## config.mk

```make
export PLATFORM = sky130hd
export DESIGN_NAME = sync_fifo
export DESIGN_NICKNAME = d
export VERILOG_FILES = /design/src/rtl/sync_fifo.sv
export SDC_FILE = /design/constraint.sdc
export NUM_CORES = 1
export LEC_CHECK = 0
export CAP_MARGIN = 15
export CORE_UTILIZATION = 30
export DETAILED_ROUTE_END_ITERATION = 10
export GPL_TIMING_DRIVEN = 0
export PLACE_DENSITY_LB_ADDON = 0.2
export SYNTH_ARGS = -nofsm -noshare
export SYNTH_HDL_FRONTEND = slang
export SYNTH_SLANG_ARGS = --single-unit
```

## constraint.sdc

```tcl
create_clock -name clk -period 2 [get_ports clk]
set_clock_uncertainty 0.05 [all_clocks]
set_input_delay 0.5 -clock clk [delete_from_list [all_inputs] [get_ports clk]]
set_output_delay 0.5 -clock clk [all_outputs]
set_load 0.02 [all_outputs]
```

## src/rtl/sync_fifo.sv

```systemverilog
// sync_fifo: single-clock FIFO with fill level, almost thresholds, sticky errors,
// and a compile-time choice of registered read or first-word-fall-through.
`default_nettype none
`timescale 1ns/1ps

module sync_fifo #(
    parameter int DATA_W    = 8,
    parameter int DEPTH     = 16,
    parameter int AFULL_TH  = DEPTH - 2,
    parameter int AEMPTY_TH = 2,
    parameter int FWFT      = 0
) (
    input  logic                     clk,
    input  logic                     rst_l,
    input  logic                     write_en,
    input  logic [DATA_W-1:0]        write_data,
    input  logic                     read_en,
    input  logic                     clear_err,
    output logic [DATA_W-1:0]        read_data,
    output logic                     read_valid,
    output logic                     mem_full,
    output logic                     mem_empty,
    output logic                     almost_full,
    output logic                     almost_empty,
    output logic [$clog2(DEPTH):0]   fill_level,
    output logic                     overflow,
    output logic                     underflow
);

    localparam int ADDR_W = $clog2(DEPTH);
    localparam logic [ADDR_W:0] c_PTR_ONE   = {{ADDR_W{1'b0}}, 1'b1};
    localparam logic [ADDR_W:0] c_AFULL_TH  = AFULL_TH[ADDR_W:0];
    localparam logic [ADDR_W:0] c_AEMPTY_TH = AEMPTY_TH[ADDR_W:0];

    if (DEPTH < 2 || (DEPTH & (DEPTH - 1)) != 0) begin : g_bad_depth
        $error("sync_fifo: DEPTH must be a power of two >= 2");
    end
    if (AFULL_TH < 0 || AFULL_TH > DEPTH || AEMPTY_TH < 0 || AEMPTY_TH > DEPTH) begin : g_bad_th
        $error("sync_fifo: thresholds must lie in 0..DEPTH");
    end

    logic [DATA_W-1:0] r_mem [DEPTH];
    logic [ADDR_W:0]   r_wr_ptr;
    logic [ADDR_W:0]   r_rd_ptr;
    logic [ADDR_W:0]   r_count;
    logic              r_full;
    logic              r_empty;
    logic              r_afull;
    logic              r_aempty;
    logic              r_overflow;
    logic              r_underflow;

    logic              w_wr_acc;
    logic              w_rd_acc;
    logic [ADDR_W:0]   w_wr_ptr_nxt;
    logic [ADDR_W:0]   w_rd_ptr_nxt;
    logic [ADDR_W:0]   w_count_nxt;
    logic              w_full_nxt;
    logic              w_empty_nxt;

    // Acceptance looks only at registered flags, so a write into an empty FIFO is never bypassed.
    assign w_wr_acc     = write_en && !r_full;
    assign w_rd_acc     = read_en && !r_empty;
    assign w_wr_ptr_nxt = w_wr_acc ? r_wr_ptr + c_PTR_ONE : r_wr_ptr;
    assign w_rd_ptr_nxt = w_rd_acc ? r_rd_ptr + c_PTR_ONE : r_rd_ptr;
    assign w_full_nxt   = (w_wr_ptr_nxt[ADDR_W] != w_rd_ptr_nxt[ADDR_W]) &&
                          (w_wr_ptr_nxt[ADDR_W-1:0] == w_rd_ptr_nxt[ADDR_W-1:0]);
    assign w_empty_nxt  = (w_wr_ptr_nxt == w_rd_ptr_nxt);

    always_comb begin
        w_count_nxt = r_count;
        case ({w_wr_acc, w_rd_acc})
            2'b10:   w_count_nxt = r_count + c_PTR_ONE;
            2'b01:   w_count_nxt = r_count - c_PTR_ONE;
            default: w_count_nxt = r_count;
        endcase
    end

    always_ff @(posedge clk or negedge rst_l) begin
        if (!rst_l) begin
            r_wr_ptr    <= '0;
            r_rd_ptr    <= '0;
            r_count     <= '0;
            r_full      <= 1'b0;
            r_empty     <= 1'b1;
            r_afull     <= 1'b0;
            r_aempty    <= 1'b1;
            r_overflow  <= 1'b0;
            r_underflow <= 1'b0;
        end else begin
            r_wr_ptr    <= w_wr_ptr_nxt;
            r_rd_ptr    <= w_rd_ptr_nxt;
            r_count     <= w_count_nxt;
            r_full      <= w_full_nxt;
            r_empty     <= w_empty_nxt;
            r_afull     <= (w_count_nxt >= c_AFULL_TH);
            r_aempty    <= (w_count_nxt <= c_AEMPTY_TH);
            // A new error event outranks a coincident clear.
            r_overflow  <= (write_en && r_full) || (r_overflow && !clear_err);
            r_underflow <= (read_en && r_empty) || (r_underflow && !clear_err);
        end
    end

    always_ff @(posedge clk) begin
        if (w_wr_acc) begin
            r_mem[r_wr_ptr[ADDR_W-1:0]] <= write_data;
        end
    end

    if (FWFT != 0) begin : g_fwft
        assign read_valid = !r_empty;
        assign read_data  = r_empty ? '0 : r_mem[r_rd_ptr[ADDR_W-1:0]];
    end else begin : g_std
        logic [DATA_W-1:0] r_rdata;
        logic              r_rvalid;

        always_ff @(posedge clk or negedge rst_l) begin
            if (!rst_l) begin
                r_rdata  <= '0;
                r_rvalid <= 1'b0;
            end else begin
                r_rvalid <= w_rd_acc;
                if (w_rd_acc) begin
                    r_rdata <= r_mem[r_rd_ptr[ADDR_W-1:0]];
                end
            end
        end

        assign read_valid = r_rvalid;
        assign read_data  = r_rdata;
    end

    assign mem_full     = r_full;
    assign mem_empty    = r_empty;
    assign almost_full  = r_afull;
    assign almost_empty = r_aempty;
    assign fill_level   = r_count;
    assign overflow     = r_overflow;
    assign underflow    = r_underflow;

endmodule

`default_nettype wire

```

==> flow_summary.ini <==
[place]
post-place-ws_ps = -1040
numPortBuffers = 32
hpwl_um = 8760
place.gp.congestion = 0.717
place_inst = 669

[timing]
drv_slew = 0
finalCriticalPeriod_ps = 2190
maxSlewHeadroom_pct = 50.1
fin_ws_ps = -193
rsz0062_at_grt = yes
worst_pin_slew_ps = 749
hold_violations = 0
fin_crit_sh_pct = 110
fmax_mhz = 456
finalSetupViolations = 3

[status]
failed_checks = negative setup slack
outcome = finished with violations

[yosys]
async_flop_share_pct = 19.0
syn_nets = 382
synth_ff_type = edfxtp_1
syn_inst = 362
synth_edf_count = 128
synth-seq-area-share_pct = 71.4
synth_cell_types = 41
yosys_warnings = 0
synth_seq_cells = 158
netlist_area_mm2 = 0.00644
syn_area_per_cell_um2 = 17.8

[global_route]
overflow = 0
grt_pass1_vias = 3676
antenna_found_initial = 0
grt_pass1_wl_um = 21700
grt_max_degree = 31
grt_usage_pct = 13.8

[pwr]
p_leak_nw = 2.90
powerDensity_mw_per_mm2 = 1530
ir_drop_v = 0.000556

[floorplan]
row_count = 53
die_w_um = 148
die_y_um = 148
die_area_mm2 = 0.0220
start_util_pct = 30.6
io_pins = 33
core_mm2 = 0.0210

[clock_tree]
cts_max_path_buffers = 2
clkLatencyLatePin_ps = 430
cts_num_sinks = 158
cts_max_level = 4
clkSlewWorstSetupHoldPaths_ps = 60
numCtsBuffers = 17
cts_root_buf = clkbuf_16
holdBufCountCts = 0
cts_tree = built

[detailed_routing]
routed_wl_um = 14200
wl_per_cell_um = 19.5
num_vias = 3432
dr.pass1.iters = 5
antenna_left = 0
route.detailed.drc = 0
viasPerCell = 4.70
drt_iter0_drc = 169

[critical_path]
critical_path_required_ps = 2260
cp_max_fo = 4
crit_type = flip-flop to flip-flop
worstPathArrival_ps = 2460
critPathLaunchType = flip-flop
worstSetupEndpointType = flip-flop

[min_path]
hp-class = input pin to async pin

[layout]
area_growth_pct = 28.6
layout.nets = 462
drive_gt1_share_pct = 36.5
stdcell_count = 730
n_antenna_cell = 0

[job]
drv_cap = 0
-- timing repair --
action / CTS / global route
setup endpoints to repair: 153 / 34
pin swaps: 5 / 14
cloned: 0 / 1
resized for setup: 55 / 38
setup buffers: 11 / 18
-- cell families after synthesis --
kind of cell    share of synthesized area, %
mux                                     14.5
xor+xnor                                2.39
compound gates                          3.32
flops                                   71.4
simple gates                            4.78
buf+inv                                 2.18
fa+ha+maj                               1.36
-- sequential cells by signal, summed over array words and instances (netlist names) --
signal,flops
r_mem,128
overflow,1
mem_empty,1
r_rd_ptr,5
r_wr_ptr,5
mem_full,1
almost_empty,1
read_valid,1
fill_level,5
underflow,1
almost_full,1
read_data,8
-- routing by layer --
metal  wire length, um  GRT usage [%]
met5                 0              0
met4               143           4.33
met3               478           3.80
met2              7240           23.0
met1              6350           17.5
-- power breakdown --
| group | internal, mW | switching, mW | total (mW) |
|---|---|---|---|
| clock network | 1.64 | 1.40 | 3.04 |
| logic | 2.46 | 2.68 | 5.14 |
| registers | 4.15 | 0.332 | 4.48 |
| total | 8.25 | 4.42 | 12.7 |
-- cell usage after synthesis (7+ instances only) --
library cell	n	area share (%)
mux2i_1	17	2.6
dfrtp_1	28	11
inv_1	9	0.52
buf_2	9	0.70
nand2_1	19	1.1
edfxtp_1	128	60
nor3_1	10	0.78
xnor2_1	9	1.2
ha_1	7	1.4
o21ai_0	8	0.62
nor2_1	22	1.3
mux4_2	32	11
a21oi_1	9	0.70
-- path summary, 6_finish.rpt --
kind	from	to	slack [ps]	cells after the start
worst max-delay path	mem_empty	almost_full	-190	9
min in group clk	read_data[1]	read_data[1]	430	2
max in group asynchronous	rst_l	r_rd_ptr[0]	1290	1
worst max register to register	mem_empty	almost_full	-190	9
worst min register to register	read_data[1]	read_data[1]	430	2
worst min-delay path	rst_l	overflow	90	1
-- metrics by stage --
stage	utilization [%]	cell area, um^2	hold slack [ps]	TNS, ps	total power, mW
after CTS	37.8	7950	119	-3360	12.2
after global placement	33.9	7120	413	-118820	8.63
after global routing	39.4	8270	143	-1380	13.4
after floorplan	-	6460	154	-418	7.36
after detailed placement	34.0	7140	419	-97640	8.72
final	39.4	8270	87.8	-314	12.7
-- critical path, stage by stage (launching register included) --
cell and delay, ps:
dfstp_2 530, nand2b_4 160, nor2_4 50, xor2_1 160
ha_2 240, nor2_1 50, mux2_4 270, a32oi_4 210
xnor2_2 130, a31o_2 230
-- cell type report --
type | instances | area (um^2)
timing repair buffer | 62 | 571
clock inverter | 14 | 126
clock buffer | 18 | 429
inverter | 11 | 48.8
buffer | 17 | 156
sequential | 158 | 4600
tap | 275 | 344
multi-input combinational | 175 | 2000
fill | 1891 | 12700
-- placed cells by master, fill, tap and decap left out, types with 5 or more instances in the layout --
cell type,netlist,final
buf_8,0,6
nor3_4,0,5
dlygate4sd2_1,0,9
inv_6,1,5
nor2_4,0,6
xnor2_1,9,8
buf_4,2,28
nand2_1,19,18
a21oi_1,9,6
nor2_1,22,9
edfxtp_1,128,128
clkbuf_16,0,18
dfrtp_1,28,27
inv_1,9,9
o31ai_1,6,6
inv_8,0,5
mux2i_1,17,12
xor2_1,6,5
nor2_2,0,7
o21ai_0,8,6
clkdlybuf4s50_1,0,19
ha_1,7,5
mux4_2,32,32
No activity file was read; power rests on OpenSTA's default activity.
